## config.mk

```make
export PLATFORM = sky130hd
export DESIGN_NAME = huffman_dec_flat
export DESIGN_NICKNAME = d
export VERILOG_FILES = /design/src/rtl/huffman_pkg.sv /design/src/rtl/huffman_dec_if.sv /design/src/rtl/huffman_match.sv /design/src/rtl/huffman_dec.sv /design/src/flat_wrapper.sv
export SDC_FILE = /design/constraint.sdc
export NUM_CORES = 1
export LEC_CHECK = 0
export BUFFER_PORTS_ARGS = -buffer_cell sky130_fd_sc_hd__clkbuf_2
export CORE_MARGIN = 2
export CORE_UTILIZATION = 61
export CTS_BUF_LIST = sky130_fd_sc_hd__clkbuf_4 sky130_fd_sc_hd__clkbuf_8 sky130_fd_sc_hd__clkbuf_16
export CTS_CLUSTER_DIAMETER = 100
export CTS_CLUSTER_SIZE = 40
export DETAILED_ROUTE_END_ITERATION = 6
export GPL_TIMING_DRIVEN = 0
export PLACE_DENSITY = 0.86
export SLEW_MARGIN = 20
export SYNTH_ARGS = -nofsm -noshare
export SYNTH_HDL_FRONTEND = slang
export SYNTH_HIERARCHICAL = 1
export SYNTH_SLANG_ARGS = --single-unit
```

## constraint.sdc

```tcl
create_clock -name clk -period 9.1 [get_ports clk]
set_input_delay 1.82 -clock clk [delete_from_list [all_inputs] [get_ports clk]]
set_output_delay 1.82 -clock clk [all_outputs]
set_load 0.05 [all_outputs]
```

## src/rtl/huffman_pkg.sv

```systemverilog
`default_nettype none
// ============================================================================
// Module   : huffman_pkg
// Brief    : Shared constants, FSM states and mask helpers for huffman_dec.
// Revision : 1.0 - initial release
// ============================================================================
package huffman_pkg;

    localparam int NSYM   = 6;
    localparam int CODE_W = 8;

    typedef enum logic [1:0] {
        NOTAB   = 2'd0,
        READY   = 2'd1,
        PARTIAL = 2'd2
    } state_t;

    // A legal mask is a contiguous run of ones from bit 0, i.e. 2^L-1 with L>=1.
    function automatic logic mask_legal(input logic [CODE_W-1:0] m);
        logic [CODE_W-1:0] m_inc;
        m_inc = m + 1'b1;
        return (m != '0) && ((m & m_inc) == '0);
    endfunction

    function automatic logic [3:0] mask_len(input logic [CODE_W-1:0] m);
        logic [3:0] n;
        n = '0;
        for (int i = 0; i < CODE_W; i++) begin
            n = n + {3'd0, m[i]};
        end
        return n;
    endfunction

endpackage
`default_nettype wire

```

## src/rtl/huffman_dec_if.sv

```systemverilog
`default_nettype none
// ============================================================================
// Module   : huffman_dec_if
// Brief    : Table-load, bit-stream and decoded-symbol signals of huffman_dec.
// Revision : 1.0 - initial release
// ============================================================================
interface huffman_dec_if;
    import huffman_pkg::*;

    logic              code_valid;
    logic [CODE_W-1:0] HC1, HC2, HC3, HC4, HC5, HC6;
    logic [CODE_W-1:0] M1, M2, M3, M4, M5, M6;
    logic              bit_valid;
    logic              bit_in;
    logic              table_ok;
    logic              sym_valid;
    logic [7:0]        sym_data;
    logic              err;
    logic [15:0]       sym_cnt;

    modport master (
        output code_valid, HC1, HC2, HC3, HC4, HC5, HC6,
               M1, M2, M3, M4, M5, M6, bit_valid, bit_in,
        input  table_ok, sym_valid, sym_data, err, sym_cnt
    );

    modport slave (
        input  code_valid, HC1, HC2, HC3, HC4, HC5, HC6,
               M1, M2, M3, M4, M5, M6, bit_valid, bit_in,
        output table_ok, sym_valid, sym_data, err, sym_cnt
    );

endinterface
`default_nettype wire

```

## src/rtl/huffman_match.sv

```systemverilog
`default_nettype none
// ============================================================================
// Module   : huffman_match
// Brief    : Combinational codeword lookup; reports the lowest matching entry.
// Revision : 1.0 - initial release
// ============================================================================
module huffman_match
    import huffman_pkg::*;
(
    input  logic [NSYM-1:0][CODE_W-1:0] hc,
    input  logic [NSYM-1:0][CODE_W-1:0] m,
    input  logic [CODE_W-1:0]           acc_n,
    input  logic [3:0]                  len_n,
    output logic                        hit,
    output logic [2:0]                  idx
);

    logic [CODE_W:0]   w_pow;
    logic [CODE_W-1:0] w_want;

    assign w_pow  = (CODE_W+1)'(1) << len_n;
    assign w_want = CODE_W'(w_pow - 1'b1);

    // Scan from the top so the lowest matching index is the one left standing.
    always_comb begin
        hit = 1'b0;
        idx = 3'd0;
        for (int i = NSYM - 1; i >= 0; i--) begin
            if ((m[i] == w_want) && ((hc[i] & m[i]) == acc_n)) begin
                hit = 1'b1;
                idx = 3'(i);
            end
        end
    end

endmodule
`default_nettype wire

```

## src/rtl/huffman_dec.sv

```systemverilog
`default_nettype none
// ============================================================================
// Module   : huffman_dec
// Brief    : Serial 6-symbol Huffman decoder with table load and error flags.
// Revision : 1.0 - initial release
// ============================================================================
module huffman_dec
    import huffman_pkg::*;
(
    input  logic          clk,
    input  logic          reset,
    huffman_dec_if.slave  bus
);

    state_t r_state, w_state_nxt;

    logic [NSYM-1:0][CODE_W-1:0] r_hc, r_m, w_hc_in, w_m_in;
    logic [CODE_W-1:0] r_acc, w_acc_nxt, w_acc_n;
    logic [3:0]        r_len, w_len_nxt, w_len_n;
    logic              r_table_ok, w_table_ok_nxt;
    logic              r_sym_valid, w_sym_valid_nxt;
    logic [7:0]        r_sym_data, w_sym_data_nxt;
    logic              r_err, w_err_nxt;
    logic [15:0]       r_sym_cnt, w_sym_cnt_nxt;
    logic              w_legal;
    logic              w_hit;
    logic [2:0]        w_idx;

    assign w_hc_in = {bus.HC6, bus.HC5, bus.HC4, bus.HC3, bus.HC2, bus.HC1};
    assign w_m_in  = {bus.M6,  bus.M5,  bus.M4,  bus.M3,  bus.M2,  bus.M1};
    assign w_acc_n = {r_acc[CODE_W-2:0], bus.bit_in};
    assign w_len_n = r_len + 4'd1;

    always_comb begin
        w_legal = 1'b1;
        for (int i = 0; i < NSYM; i++) begin
            w_legal = w_legal & mask_legal(w_m_in[i]);
        end
    end

    huffman_match u_match (
        .hc    (r_hc),
        .m     (r_m),
        .acc_n (w_acc_n),
        .len_n (w_len_n),
        .hit   (w_hit),
        .idx   (w_idx)
    );

    always_ff @(posedge clk or posedge reset) begin
        if (reset) begin
            r_state     <= NOTAB;
            r_hc        <= '0;
            r_m         <= '0;
            r_acc       <= '0;
            r_len       <= '0;
            r_table_ok  <= 1'b0;
            r_sym_valid <= 1'b0;
            r_sym_data  <= '0;
            r_err       <= 1'b0;
            r_sym_cnt   <= '0;
        end else begin
            r_state     <= w_state_nxt;
            r_acc       <= w_acc_nxt;
            r_len       <= w_len_nxt;
            r_table_ok  <= w_table_ok_nxt;
            r_sym_valid <= w_sym_valid_nxt;
            r_sym_data  <= w_sym_data_nxt;
            r_err       <= w_err_nxt;
            r_sym_cnt   <= w_sym_cnt_nxt;
            if (bus.code_valid) begin
                r_hc <= w_hc_in;
                r_m  <= w_m_in;
            end
        end
    end

    // A table load takes priority over any bit presented in the same cycle.
    always_comb begin
        w_state_nxt     = r_state;
        w_acc_nxt       = r_acc;
        w_len_nxt       = r_len;
        w_table_ok_nxt  = r_table_ok;
        w_sym_valid_nxt = 1'b0;
        w_sym_data_nxt  = r_sym_data;
        w_err_nxt       = 1'b0;
        w_sym_cnt_nxt   = r_sym_cnt;

        if (bus.code_valid) begin
            w_acc_nxt     = '0;
            w_len_nxt     = '0;
            w_sym_cnt_nxt = '0;
            if (w_legal) begin
                w_table_ok_nxt = 1'b1;
                w_state_nxt    = READY;
            end else begin
                w_table_ok_nxt = 1'b0;
                w_err_nxt      = 1'b1;
                w_state_nxt    = NOTAB;
            end
        end else if (bus.bit_valid && (r_state != NOTAB)) begin
            if (w_hit) begin
                w_sym_valid_nxt = 1'b1;
                w_sym_data_nxt  = 8'(w_idx) + 8'd1;
                w_sym_cnt_nxt   = r_sym_cnt + 16'd1;
                w_acc_nxt       = '0;
                w_len_nxt       = '0;
                w_state_nxt     = READY;
            end else if (w_len_n < 4'(CODE_W)) begin
                w_acc_nxt   = w_acc_n;
                w_len_nxt   = w_len_n;
                w_state_nxt = PARTIAL;
            end else begin
                w_err_nxt   = 1'b1;
                w_acc_nxt   = '0;
                w_len_nxt   = '0;
                w_state_nxt = READY;
            end
        end
    end

    assign bus.table_ok  = r_table_ok;
    assign bus.sym_valid = r_sym_valid;
    assign bus.sym_data  = r_sym_data;
    assign bus.err       = r_err;
    assign bus.sym_cnt   = r_sym_cnt;

endmodule
`default_nettype wire
```

## src/flat_wrapper.sv

```systemverilog
// flat-port wrapper written by rule: the top's interface ports become plain ports
module huffman_dec_flat import huffman_pkg::*;
  (clk, reset, bus_code_valid, bus_HC1, bus_HC2, bus_HC3, bus_HC4, bus_HC5, bus_HC6, bus_M1, bus_M2, bus_M3, bus_M4, bus_M5, bus_M6, bus_bit_valid, bus_bit_in, bus_table_ok, bus_sym_valid, bus_sym_data, bus_err, bus_sym_cnt);
  huffman_dec_if bus_i ();
  input  logic clk;
  input  logic reset;
  input wire logic [$bits(bus_i.code_valid)-1:0] bus_code_valid;
  input wire logic [$bits(bus_i.HC1)-1:0] bus_HC1;
  input wire logic [$bits(bus_i.HC2)-1:0] bus_HC2;
  input wire logic [$bits(bus_i.HC3)-1:0] bus_HC3;
  input wire logic [$bits(bus_i.HC4)-1:0] bus_HC4;
  input wire logic [$bits(bus_i.HC5)-1:0] bus_HC5;
  input wire logic [$bits(bus_i.HC6)-1:0] bus_HC6;
  input wire logic [$bits(bus_i.M1)-1:0] bus_M1;
  input wire logic [$bits(bus_i.M2)-1:0] bus_M2;
  input wire logic [$bits(bus_i.M3)-1:0] bus_M3;
  input wire logic [$bits(bus_i.M4)-1:0] bus_M4;
  input wire logic [$bits(bus_i.M5)-1:0] bus_M5;
  input wire logic [$bits(bus_i.M6)-1:0] bus_M6;
  input wire logic [$bits(bus_i.bit_valid)-1:0] bus_bit_valid;
  input wire logic [$bits(bus_i.bit_in)-1:0] bus_bit_in;
  output wire logic [$bits(bus_i.table_ok)-1:0] bus_table_ok;
  output wire logic [$bits(bus_i.sym_valid)-1:0] bus_sym_valid;
  output wire logic [$bits(bus_i.sym_data)-1:0] bus_sym_data;
  output wire logic [$bits(bus_i.err)-1:0] bus_err;
  output wire logic [$bits(bus_i.sym_cnt)-1:0] bus_sym_cnt;
  assign bus_i.code_valid = bus_code_valid;
  assign bus_i.HC1 = bus_HC1;
  assign bus_i.HC2 = bus_HC2;
  assign bus_i.HC3 = bus_HC3;
  assign bus_i.HC4 = bus_HC4;
  assign bus_i.HC5 = bus_HC5;
  assign bus_i.HC6 = bus_HC6;
  assign bus_i.M1 = bus_M1;
  assign bus_i.M2 = bus_M2;
  assign bus_i.M3 = bus_M3;
  assign bus_i.M4 = bus_M4;
  assign bus_i.M5 = bus_M5;
  assign bus_i.M6 = bus_M6;
  assign bus_i.bit_valid = bus_bit_valid;
  assign bus_i.bit_in = bus_bit_in;
  assign bus_table_ok = bus_i.table_ok;
  assign bus_sym_valid = bus_i.sym_valid;
  assign bus_sym_data = bus_i.sym_data;
  assign bus_err = bus_i.err;
  assign bus_sym_cnt = bus_i.sym_cnt;
  huffman_dec u_core (.clk(clk), .reset(reset), .bus(bus_i));
endmodule
```

==> metrics.txt <==
htree depth 4; GRT Overall Usage between 30% and 40%; Hold Path Origin u_core/bus.table_ok$_DFFE_PP0P_; Synth area leaders dfrtp_1, mux2_2, xor2_1; Max IR drop VDD 0.000147 V; Final Util 74.5%; GP Congestion roughly 0.95; Multi-input gate area between 3000 and 4000 sq um; register area share after synthesis a little under half; worst-path cell chain and3_1, clkbuf_1, buf_2, buf_1, buf_1, nand3b_1, ha_1, clkbuf_1, a21oi_1, o21ai_1, xor2_1, or4b_1, and2_1, nand4_1, buf_4, o211ai_4, a21o_1, or2_4, or3_1, a21oi_1; CTS hold repair buffers 0; Crit path required time around 9400 ps; Tmin final slightly above 6000 ps; Crit. End Element flip-flop; Residual DRC 0; clk sinks between 100 and 150; Max-slew headroom about two fifths; synth unique cells 60; final WL between 20 and 25 mm; f_max between 0.15 and 0.2 GHz; leading cell type in the layout, fill and taps excluded dfrtp_1; max-slew violation count 0; Synth Cell Area just over 7000 sq um; Tot Pwr between 0.001 and 0.0015 W; dpl cell area about 8000 sq um; dominant cell type by area after synthesis dfrtp_1; clk_skew 14.6 ps; CTS tree built; leak pwr 3.84 nW; post-route design area about 8500 sq um; actual slew at the worst max-slew pin ~870 ps; Max-Cap Viols 0; Final ANT Viol Nets 0; antenna fix cells 0; Root Driver clkbuf_16; critical path fanouts, max 10; Mapped Cells approximately 670; Setup TNS 0 ps; area grow syn2layout 19.5%; Synth Flop Type dfrtp_1; start point of the critical path u_core/r_len[0]$_DFFE_PP0P_; largest net degree at the start of global routing 85; PwrDens around 180 nW/um^2; TritonRoute pass-1 iters 5; critical path class reg -> reg; via count around 6,000; Final nets 918; Reg-to-Reg Start u_core/r_len[0]$_DFFE_PP0P_; row count 39; Initial Util 62.4%; EDFF count, synth 0; Yosys top cell area share 46.0%; Avg Inst Size Synth 10.7 sq um; CP arrival between 6000 and 7000 ps; setup ws final around 2900 ps; I/O pin cnt approximately 130; Worst-path clk slew ~60 ps; Detailed Place HPWL ~14 mm; drt first-iter violations 602; vias in the first global route between 6,000 and 7,000; post_cts resized 0; setup bufs post-CTS 0; Worst setup SP type flip-flop; initial antenna violation count 0; RSZ-0062 raised after global routing no; pre-CTS WS roughly 3100 ps; wire per inst approximately 21 um; chip width roughly 110 um; warnings from Yosys 6; Die ar. 12,600 sq um; die height 112 um; first-pass GRT wire length ~33 mm; fill count 805; Clock Tree Buf Depth 2; Vias per Instance 6.17; Worst-Skew Late Latency between 400 and 500 ps; GR Overflow Total 0; input/output buffers about 120; commonest cells after routing, fill and taps aside dfrtp_1, clkbuf_2, mux2_2; CTS Buf Count 17; Hold Vio Cnt, Final 0; Final period util 68.2%; core area around 11,000 sq um; outcome finished, final reports clean; FF/Latch Area 3280 sq um; register bit count reported by yosys 131; slowest CP cell o21ai_1; Post-synth ARST share between 90% and 100%; hold crit path type reg -> reg; final setup fails 0; layout cells sized above 1 35.0%; slowest cell delay on critical path 720 ps
==> cell type report <==
class	instances	area share [%]
buffer	39	2.31
tap	143	2.10
clock inverter	6	0.647
timing repair buffer	124	7.56
clock buffer	24	5.84
inverter	14	0.676
sequential	131	38.5
multi-input combinational	486	42.4
==> synth_stat cells, drive strengths merged (2+ instances only) <==
cell and count:
nand2 71, buf 26, a221oi 3, o31ai 4, nor4 12, nor2b 6
and2 3, ha 4, nand3b 2, or2 6, o211ai 3, or4b 2
o22ai 3, or3 4, a31oi 6, nor4b 3, and3 2, mux2i 2
o2111ai 2, mux2 98, nor3 20, a21o 5, a211oi 3, a221o 3
o21ai 29, dfrtp 131, clkbuf 13, a2111oi 2, nand2b 3, xor2 39
inv 14, xnor2 40, or4 5, nand3 11, nor2 34, a22o 9
nand4 17, a21oi 19
==> per-layer routing <==
layer	vias up	wire, um	global-route usage [%]
li1	2648	-	-
met2	332	10000	57.0
met3	67	1600	8.37
met4	0	680	14.1
met1	2920	7720	41.9
met5	-	0	0
==> metrics by stage <==
stage	hold WS, ps	cells
3_5_place_dp	485	937
3_3_place_gp	469	936
4_1_cts	496	967
5_1_grt	517	967
6_report	486	967
2_1_floorplan	481	670
==> logic make-up (layout without fill, tap and decap cells) <==
family / after synthesis / in the layout / share of synthesized area, %
fa+ha+maj: 4 / 4 / 0.703
simple gates: 204 / 204 / 15.2
other cells: 1 / 4 / 0.0527
compound gates: 95 / 95 / 8.82
xor+xnor: 79 / 79 / 9.93
mux: 100 / 100 / 15.8
flops: 131 / 131 / 46.0
buf+inv: 53 / 207 / 3.50
==> registers in the layout, summed over array words and instances, names as in the netlist <==
signal                flops
u_core/bus.sym_cnt       16
u_core/bus.err            1
u_core/bus.sym_valid      1
u_core/bus.table_ok       1
u_core/r_hc              48
u_core/r_state            2
u_core/bus.sym_data       4
u_core/r_len              3
u_core/r_acc              7
u_core/r_m               48
==> worst paths after layout <==
kind                                                           end  slack [ps]  cells after the start
min in group asynchronous              u_core/r_acc[5]$_DFFE_PP0P_        1410                      2
max in group asynchronous                u_core/r_m[8]$_DFFE_PP0P_        6930                      3
worst min register to register     u_core/bus.table_ok$_DFFE_PP0P_         490                      1
worst max register to register  u_core/bus.sym_cnt[14]$_DFFE_PP0P_        2900                     20
worst min-delay path               u_core/bus.table_ok$_DFFE_PP0P_         490                      1
worst max-delay path            u_core/bus.sym_cnt[14]$_DFFE_PP0P_        2900                     20
==> critical path, delay by kind of cell, from the launching register on <==
family | cells | cell delay [ps]
AND/OR/NAND/NOR | 7 | 1870
flip-flops | 1 | 410
adder cells (fa/ha/maj) | 1 | 140
buffers and inverters | 6 | 2130
AO/OA/AOI/OAI | 5 | 1420
XOR/XNOR | 1 | 140
==> report_power, final <==
part | leakage [nW] | internal [W] | switching [W]
clock network | 0.283 | 0.000403 | 0.000240
registers | 1.61 | 0.000626 | 0.0000418
logic | 1.95 | 0.0000926 | 0.0000906
No activity file was read; power rests on OpenSTA's default activity.
